### src/rtl/pnb_frame_pkg.sv
// Shared definitions for the inter-FPGA SPI frame: field layout, header, type codes and CRC-16/CCITT.
// Latency: not applicable (package only).
// Backpressure: not applicable (package only).
//
// Frame layout, MSB first (81 bits):
//   [80:73] header  [72:69] type  [68:61] seq  [60:20] payload  [19:16] reserved  [15:0] CRC
// The CRC covers the 65-bit body [80:16].
package pnb_frame_pkg;

   localparam int FRAME_W     = 81;
   localparam int BODY_W      = 65;
   localparam int CRC_W       = 16;
   localparam int PAYLOAD_W   = 41;

   // Bit offsets (MSB of each field) within the full frame.
   localparam int HDR_MSB     = 80;
   localparam int TYPE_MSB    = 72;
   localparam int SEQ_MSB     = 68;
   localparam int PAYLOAD_MSB = 60;
   localparam int RSVD_MSB    = 19;
   localparam int CRC_MSB     = 15;

   localparam logic [7:0]  HDR       = 8'hA5;
   localparam logic [3:0]  TYPE_DATA = 4'h1;
   localparam logic [3:0]  TYPE_IDLE = 4'h0;

   // x^16 + x^12 + x^5 + 1, leading term implied.
   localparam logic [15:0] CRC_POLY  = 16'h1021;
   localparam logic [15:0] CRC_INIT  = 16'hFFFF;

   // The body as it sits in the shift register: hdr lands in the top bits.
   typedef struct packed {
      logic [7:0]  hdr;
      logic [3:0]  typ;
      logic [7:0]  seq;
      logic [40:0] payload;
      logic [3:0]  rsvd;
   } frame_body_t;

   typedef enum logic [1:0] {
      ST_IDLE = 2'd0,
      ST_BODY = 2'd1,
      ST_CRC  = 2'd2
   } tx_state_t;

   // One MSB-first step of the serial CRC.
   function automatic logic [15:0] crc16_step(input logic [15:0] crc, input logic din);
      logic fb;
      fb = crc[15] ^ din;
      return {crc[14:0], 1'b0} ^ (fb ? CRC_POLY : 16'h0000);
   endfunction

   // Idle frames carry a zero seq field and zero payload.
   function automatic frame_body_t make_body(input logic        is_data,
                                             input logic [7:0]  seq,
                                             input logic [40:0] payload);
      frame_body_t b;
      b.hdr     = HDR;
      b.typ     = is_data ? TYPE_DATA : TYPE_IDLE;
      b.seq     = is_data ? seq : 8'h00;
      b.payload = is_data ? payload : 41'h0;
      b.rsvd    = 4'h0;
      return b;
   endfunction

endpackage

### src/rtl/crc16_ccitt_serial.sv
// Bit-serial CRC-16/CCITT register, MSB first; shared by the SPI transmit and receive paths.
// Latency: crc reflects din one sck edge after it is presented with en high.
// Backpressure: none; en gates every update.
//
// Ports:
//   sck   rising-edge clock          rstn  async active-low reset (crc -> CRC_INIT)
//   init  reseed to CRC_INIT         en    fold din into the register
//   din   serial data bit            crc   current remainder
// With init and en both high the seed and the first bit are folded in one edge, so a
// frame can start on the same edge that reseeds. Feeding din = crc[15] gives a plain
// zero-fill left shift, which is how the CRC is streamed out.
module crc16_ccitt_serial
   import pnb_frame_pkg::*;
(
   input  logic        sck,
   input  logic        rstn,
   input  logic        init,
   input  logic        en,
   input  logic        din,
   output logic [15:0] crc
);

   logic [15:0] base;

   assign base = init ? CRC_INIT : crc;

   always_ff @(posedge sck or negedge rstn) begin
      if (!rstn) begin
         crc <= CRC_INIT;
      end else if (en) begin
         crc <= crc16_step(base, din);
      end else if (init) begin
         crc <= CRC_INIT;
      end
   end

endmodule

### src/rtl/pnb_frame_tx.sv
// Frames 41-bit payloads into 81-bit header/type/seq/payload/CRC frames and shifts them out on sdo.
// Latency: 81 sck edges per frame; a payload accepted while idle goes out in the next frame.
// Backpressure: single-entry buffer, pready low while full; it frees when its data frame completes.
//
// Ports:
//   sck         SPI clock from the remote master (all state on rising edge)
//   rstn        async active-low reset
//   cs          active-low chip select; high mid-frame aborts the frame
//   payload     payload word, taken when pvld && pready
//   pvld/pready payload handshake
//   sdo         serial data out, MSB first
//   busy        frame in flight
//   frame_done  pulse after the last CRC bit
//   abort_err   pulse when cs rises mid-frame
//   idle_sent   pulse when a filler frame completes
module pnb_frame_tx
   import pnb_frame_pkg::*;
(
   input  logic        sck,
   input  logic        rstn,
   input  logic        cs,
   input  logic [40:0] payload,
   input  logic        pvld,
   output logic        pready,
   output logic        sdo,
   output logic        busy,
   output logic        frame_done,
   output logic        abort_err,
   output logic        idle_sent
);

   tx_state_t   state, state_nxt;
   logic [6:0]  bitcnt, bitcnt_nxt;
   logic [64:0] shreg, shreg_nxt;
   logic        buf_full;
   logic [40:0] buf_dat;
   logic [7:0]  seq;
   logic        cur_data;       // frame in flight is a data frame

   logic        crc_init, crc_en, crc_din;
   logic [15:0] crc;

   logic        frame_start, frame_end;
   logic        done_nxt, abort_nxt, idle_nxt;

   frame_body_t next_body;

   // Content of the next frame is decided by the buffer state at the start edge, so a
   // payload accepted on that same edge waits for the following frame.
   assign next_body = make_body(buf_full, seq, buf_dat);

   crc16_ccitt_serial u_crc (
      .sck  (sck),
      .rstn (rstn),
      .init (crc_init),
      .en   (crc_en),
      .din  (crc_din),
      .crc  (crc)
   );

   always_comb begin
      state_nxt   = state;
      bitcnt_nxt  = bitcnt;
      shreg_nxt   = shreg;
      crc_init    = 1'b0;
      crc_en      = 1'b0;
      crc_din     = shreg[64];
      frame_start = 1'b0;
      frame_end   = 1'b0;
      done_nxt    = 1'b0;
      abort_nxt   = 1'b0;
      idle_nxt    = 1'b0;

      case (state)
         ST_IDLE: begin
            crc_init = 1'b1;
            if (!cs) begin
               // This edge transmits bit 80, which sdo already shows from the preload.
               state_nxt   = ST_BODY;
               bitcnt_nxt  = 7'd64;
               shreg_nxt   = {next_body[63:0], 1'b0};
               crc_en      = 1'b1;
               crc_din     = next_body[64];
               frame_start = 1'b1;
            end else begin
               shreg_nxt = next_body;
            end
         end

         ST_BODY: begin
            if (cs) begin
               state_nxt  = ST_IDLE;
               bitcnt_nxt = 7'd0;
               shreg_nxt  = next_body;
               crc_init   = 1'b1;
               abort_nxt  = 1'b1;
            end else begin
               crc_en     = 1'b1;
               shreg_nxt  = {shreg[63:0], 1'b0};
               bitcnt_nxt = bitcnt - 7'd1;
               if (bitcnt == 7'd1) begin
                  state_nxt  = ST_CRC;
                  bitcnt_nxt = 7'd15;
               end
            end
         end

         ST_CRC: begin
            // The body register is idle here; keep it preloaded so sdo shows the header
            // MSB as soon as the state machine returns to idle.
            shreg_nxt = next_body;
            if (cs) begin
               state_nxt  = ST_IDLE;
               bitcnt_nxt = 7'd0;
               crc_init   = 1'b1;
               abort_nxt  = 1'b1;
            end else if (bitcnt == 7'd0) begin
               state_nxt = ST_IDLE;
               crc_init  = 1'b1;
               frame_end = 1'b1;
               done_nxt  = 1'b1;
               idle_nxt  = !cur_data;
            end else begin
               crc_en     = 1'b1;
               crc_din    = crc[15];   // cancels feedback: zero-fill shift
               bitcnt_nxt = bitcnt - 7'd1;
            end
         end

         default: begin
            state_nxt  = ST_IDLE;
            bitcnt_nxt = 7'd0;
            shreg_nxt  = next_body;
            crc_init   = 1'b1;
         end
      endcase
   end

   always_ff @(posedge sck or negedge rstn) begin
      if (!rstn) begin
         state      <= ST_IDLE;
         bitcnt     <= 7'd0;
         shreg      <= make_body(1'b0, 8'h00, 41'h0);
         buf_full   <= 1'b0;
         buf_dat    <= 41'h0;
         seq        <= 8'h00;
         cur_data   <= 1'b0;
         frame_done <= 1'b0;
         abort_err  <= 1'b0;
         idle_sent  <= 1'b0;
      end else begin
         state      <= state_nxt;
         bitcnt     <= bitcnt_nxt;
         shreg      <= shreg_nxt;
         frame_done <= done_nxt;
         abort_err  <= abort_nxt;
         idle_sent  <= idle_nxt;

         if (frame_start) begin
            cur_data <= buf_full;
         end

         // pready is low while full, so a free and an accept never meet on one edge.
         if (frame_end && cur_data) begin
            buf_full <= 1'b0;
            seq      <= seq + 8'd1;
         end else if (pvld && pready) begin
            buf_full <= 1'b1;
            buf_dat  <= payload;
         end
      end
   end

   assign pready = !buf_full;
   assign busy   = (state != ST_IDLE);
   assign sdo    = (state == ST_CRC) ? crc[15] : shreg[64];

endmodule

### config.mk
export PLATFORM = sky130hd
export DESIGN_NAME = pnb_frame_tx
export DESIGN_NICKNAME = d
export VERILOG_FILES = /design/src/rtl/pnb_frame_pkg.sv /design/src/rtl/crc16_ccitt_serial.sv /design/src/rtl/pnb_frame_tx.sv
export SDC_FILE = /design/constraint.sdc
export NUM_CORES = 1
export LEC_CHECK = 0
export BUFFER_PORTS_ARGS = -buffer_cell sky130_fd_sc_hd__buf_2
export CELL_PAD_IN_SITES_DETAIL_PLACEMENT = 2
export CELL_PAD_IN_SITES_GLOBAL_PLACEMENT = 2
export CORE_MARGIN = 1
export CORE_UTILIZATION = 40
export CTS_CLUSTER_DIAMETER = 50
export DETAILED_ROUTE_END_ITERATION = 7
export PLACE_DENSITY_LB_ADDON = 0.1
export SYNTH_ARGS = -nofsm -noshare
export SYNTH_HDL_FRONTEND = slang
export SYNTH_SLANG_ARGS = --single-unit
### constraint.sdc
create_clock -name sck -period 6.99 [get_ports sck]
set_input_delay 1.0485 -clock sck [delete_from_list [all_inputs] [get_ports sck]]
set_output_delay 1.0485 -clock sck [all_outputs]
set_load 0.05 [all_outputs]
==> run metrics <==
DR iter-0 viols 296; IO Pins 51; Main synth FF type dfrtp_1; clk_skew 0.00828 ns; cts bufs inserted 17; Post-CTS Resized 0; htree depth 4; vias per inst 5.69; first-pass detailed-route iteration total 8; final setup fails 0; initial antenna violation count 0; Final period util 42.8%; top cells by area, synth dfrtp_1 (49%), mux2_4 (9.9%), dfstp_2 (8.6%); top-count cell post-synth dfrtp_1; Crit. End Element output port; final worst setup slack 4.00 ns; total wire length 15100 um; first-pass GRT wire length 25300 um; Initial Utilization 41.4%; Crit Path Category reg -> out; Min-Delay Path Class reg -> reg; LEAKAGE 3.53 nW; Max Cap Violations 0; DRT antenna net count 0; yosys warns 0; run status finished, violations left; number of buffers added on ports 50; Final Critical Period 2.99 ns; Die Y 125 um; CTS tree done; hold-fix buffers at CTS 0; CP Data Arrival Time between 1.5 and 2 ns; top cell type's share of synthesized area 49.3%; top cells by count, synth dfrtp_1 (120), inv_1 (51), nand2_1 (42), a222oi_1 (41), mux2_4 (40); slew margin rel. 34.2%; clk slew on worst S/H paths 0.06 ns; clk root buf clkbuf_16; worst skew pair latency 0.43 ns; # nets final 593; gpl congestion 0.728; pre-CTS setup slack 3.73 ns; Max Fclk 0.334 GHz; largest net degree at the start of global routing 82; die area 15700 sq um; r2r startpoint state[0]$_DFFE_PN0P_; total power 3.31 mW; pin slew with the least headroom to its limit 0.983 ns; hold path startpoint shreg[39]$_DFF_PN0_; Pwr Density 467 nW/um^2; #FFs+latches synth 140; CP required 5.94 ns; crit-path max FO 13; Mapped Avg Cell Area 12.3 sq um; sequential share of the synthesized area 58.0%; Post-Syn Area 6090 sq um; RSZ-0062 raised after global routing false; antenna cells 0; setup bufs post-CTS 0; Max Root-Sink Buffers 2; Yosys top cell by area dfrtp_1; # rows 44; fraction of registers with async set/reset 100%; maximum VDD drop 0.000231 V; CP startpoint kind flop; Hold Vio Cnt, Final 0; layout cells sized above 1 28.2%; failing checks DRC; syn_nets 548; GRT Resource Usage Total 21.1%; Syn Inst Count 496; dpl hpwl 9230 um; GRT overflow 0; CTS sink cnt 140; Area Overhead vs Synth 16.4%; core box area 14700 sq um; crit path launch state[0]$_DFFE_PN0P_; routed via count 4200; Setup TNS 0 ns; EDFF count, synth 0; DRC violations left 10; final slew viol count 0; Routed wire per std cell 20.5 um; post-layout util 48.2%; die width 125 um; vias in the first global route 4596; Netlist cell types between 40 and 50
layout by cell type, fill, tap and decap left out, types with 7 or more instances in the layout:
master,instances
a21oi_1,11
a222oi_1,41
ha_1,7
nand2_1,42
nand3_1,20
inv_1,51
dfstp_2,20
xnor2_1,10
o21ai_0,20
mux2_4,40
nor2_1,11
buf_2,49
dfrtp_1,120
clkbuf_16,17
a21o_1,9
kinds of logic after synthesis:
kind of cell | synth area share [%]
compound gates | 13.5
buf+inv | 6.27
fa+ha+maj | 1.44
mux | 10.4
simple gates | 8.78
flops | 58.0
xor+xnor | 1.58
worst max-delay path: stages (launching register included):
cell and delay (ns):
dfrtp_1 0.42, inv_1 0.13, ha_1 0.49, inv_1 0.21
buf_2 0.26
report_power, final:
group	internal (mW)	switching (mW)
Sequential	1.13	0.213
Clock	0.620	0.363
Combinational	0.432	0.545
final timing paths:
kind / cells past startpoint / slack (ns) / to
worst max-delay path: 4 / 4.00 / busy
worst min-delay path: 2 / 0.45 / shreg[40]$_DFF_PN0_
max in group asynchronous: 2 / 5.07 / shreg[10]$_DFF_PN0_
worst min register to register: 2 / 0.45 / shreg[40]$_DFF_PN0_
worst max register to register: 8 / 4.04 / shreg[24]$_DFF_PN0_
min in group asynchronous: 1 / 0.67 / bitcnt[3]$_DFFE_PN0P_
metal layers:
layer | routed length (um) | part of all wire (%) | track usage [%] | vias to the layer above
met5 | 0 | 0 | 0 | -
met4 | 231 | 1.5 | 8.25 | 0
met3 | 479 | 3.2 | 4.11 | 19
met2 | 7790 | 52 | 36.3 | 68
met1 | 6600 | 44 | 26.1 | 2240
li1 | - | - | - | 1873
registers in the layout, indices dropped and copies added, names as in the netlist:
register and flops:
state 2, abort_err 1, shreg 61, bitcnt 7, buf_dat 41, u_crc.crc 16, idle_sent 1, cur_data 1
frame_done 1, seq 8, buf_full 1
stage by stage:
stage	std cells	hold WS, ns	instance area [sq um]
floorplan	496	0.426	6090
global placement	706	0.434	6440
detailed placement	706	0.444	6440
CTS	738	0.461	7090
global route	738	0.470	7090
finish	738	0.454	7090
final cells by class:
type	count	area, sq um
Clock buffer	20	457
Inverter	52	195
Multi-Input combinational cell	274	2190
Fill cell	1472	7610
Timing Repair Buffer	56	302
Sequential cell	140	3530
Clock inverter	12	184
Tap cell	184	230
(Power assumes the default switching activity.)
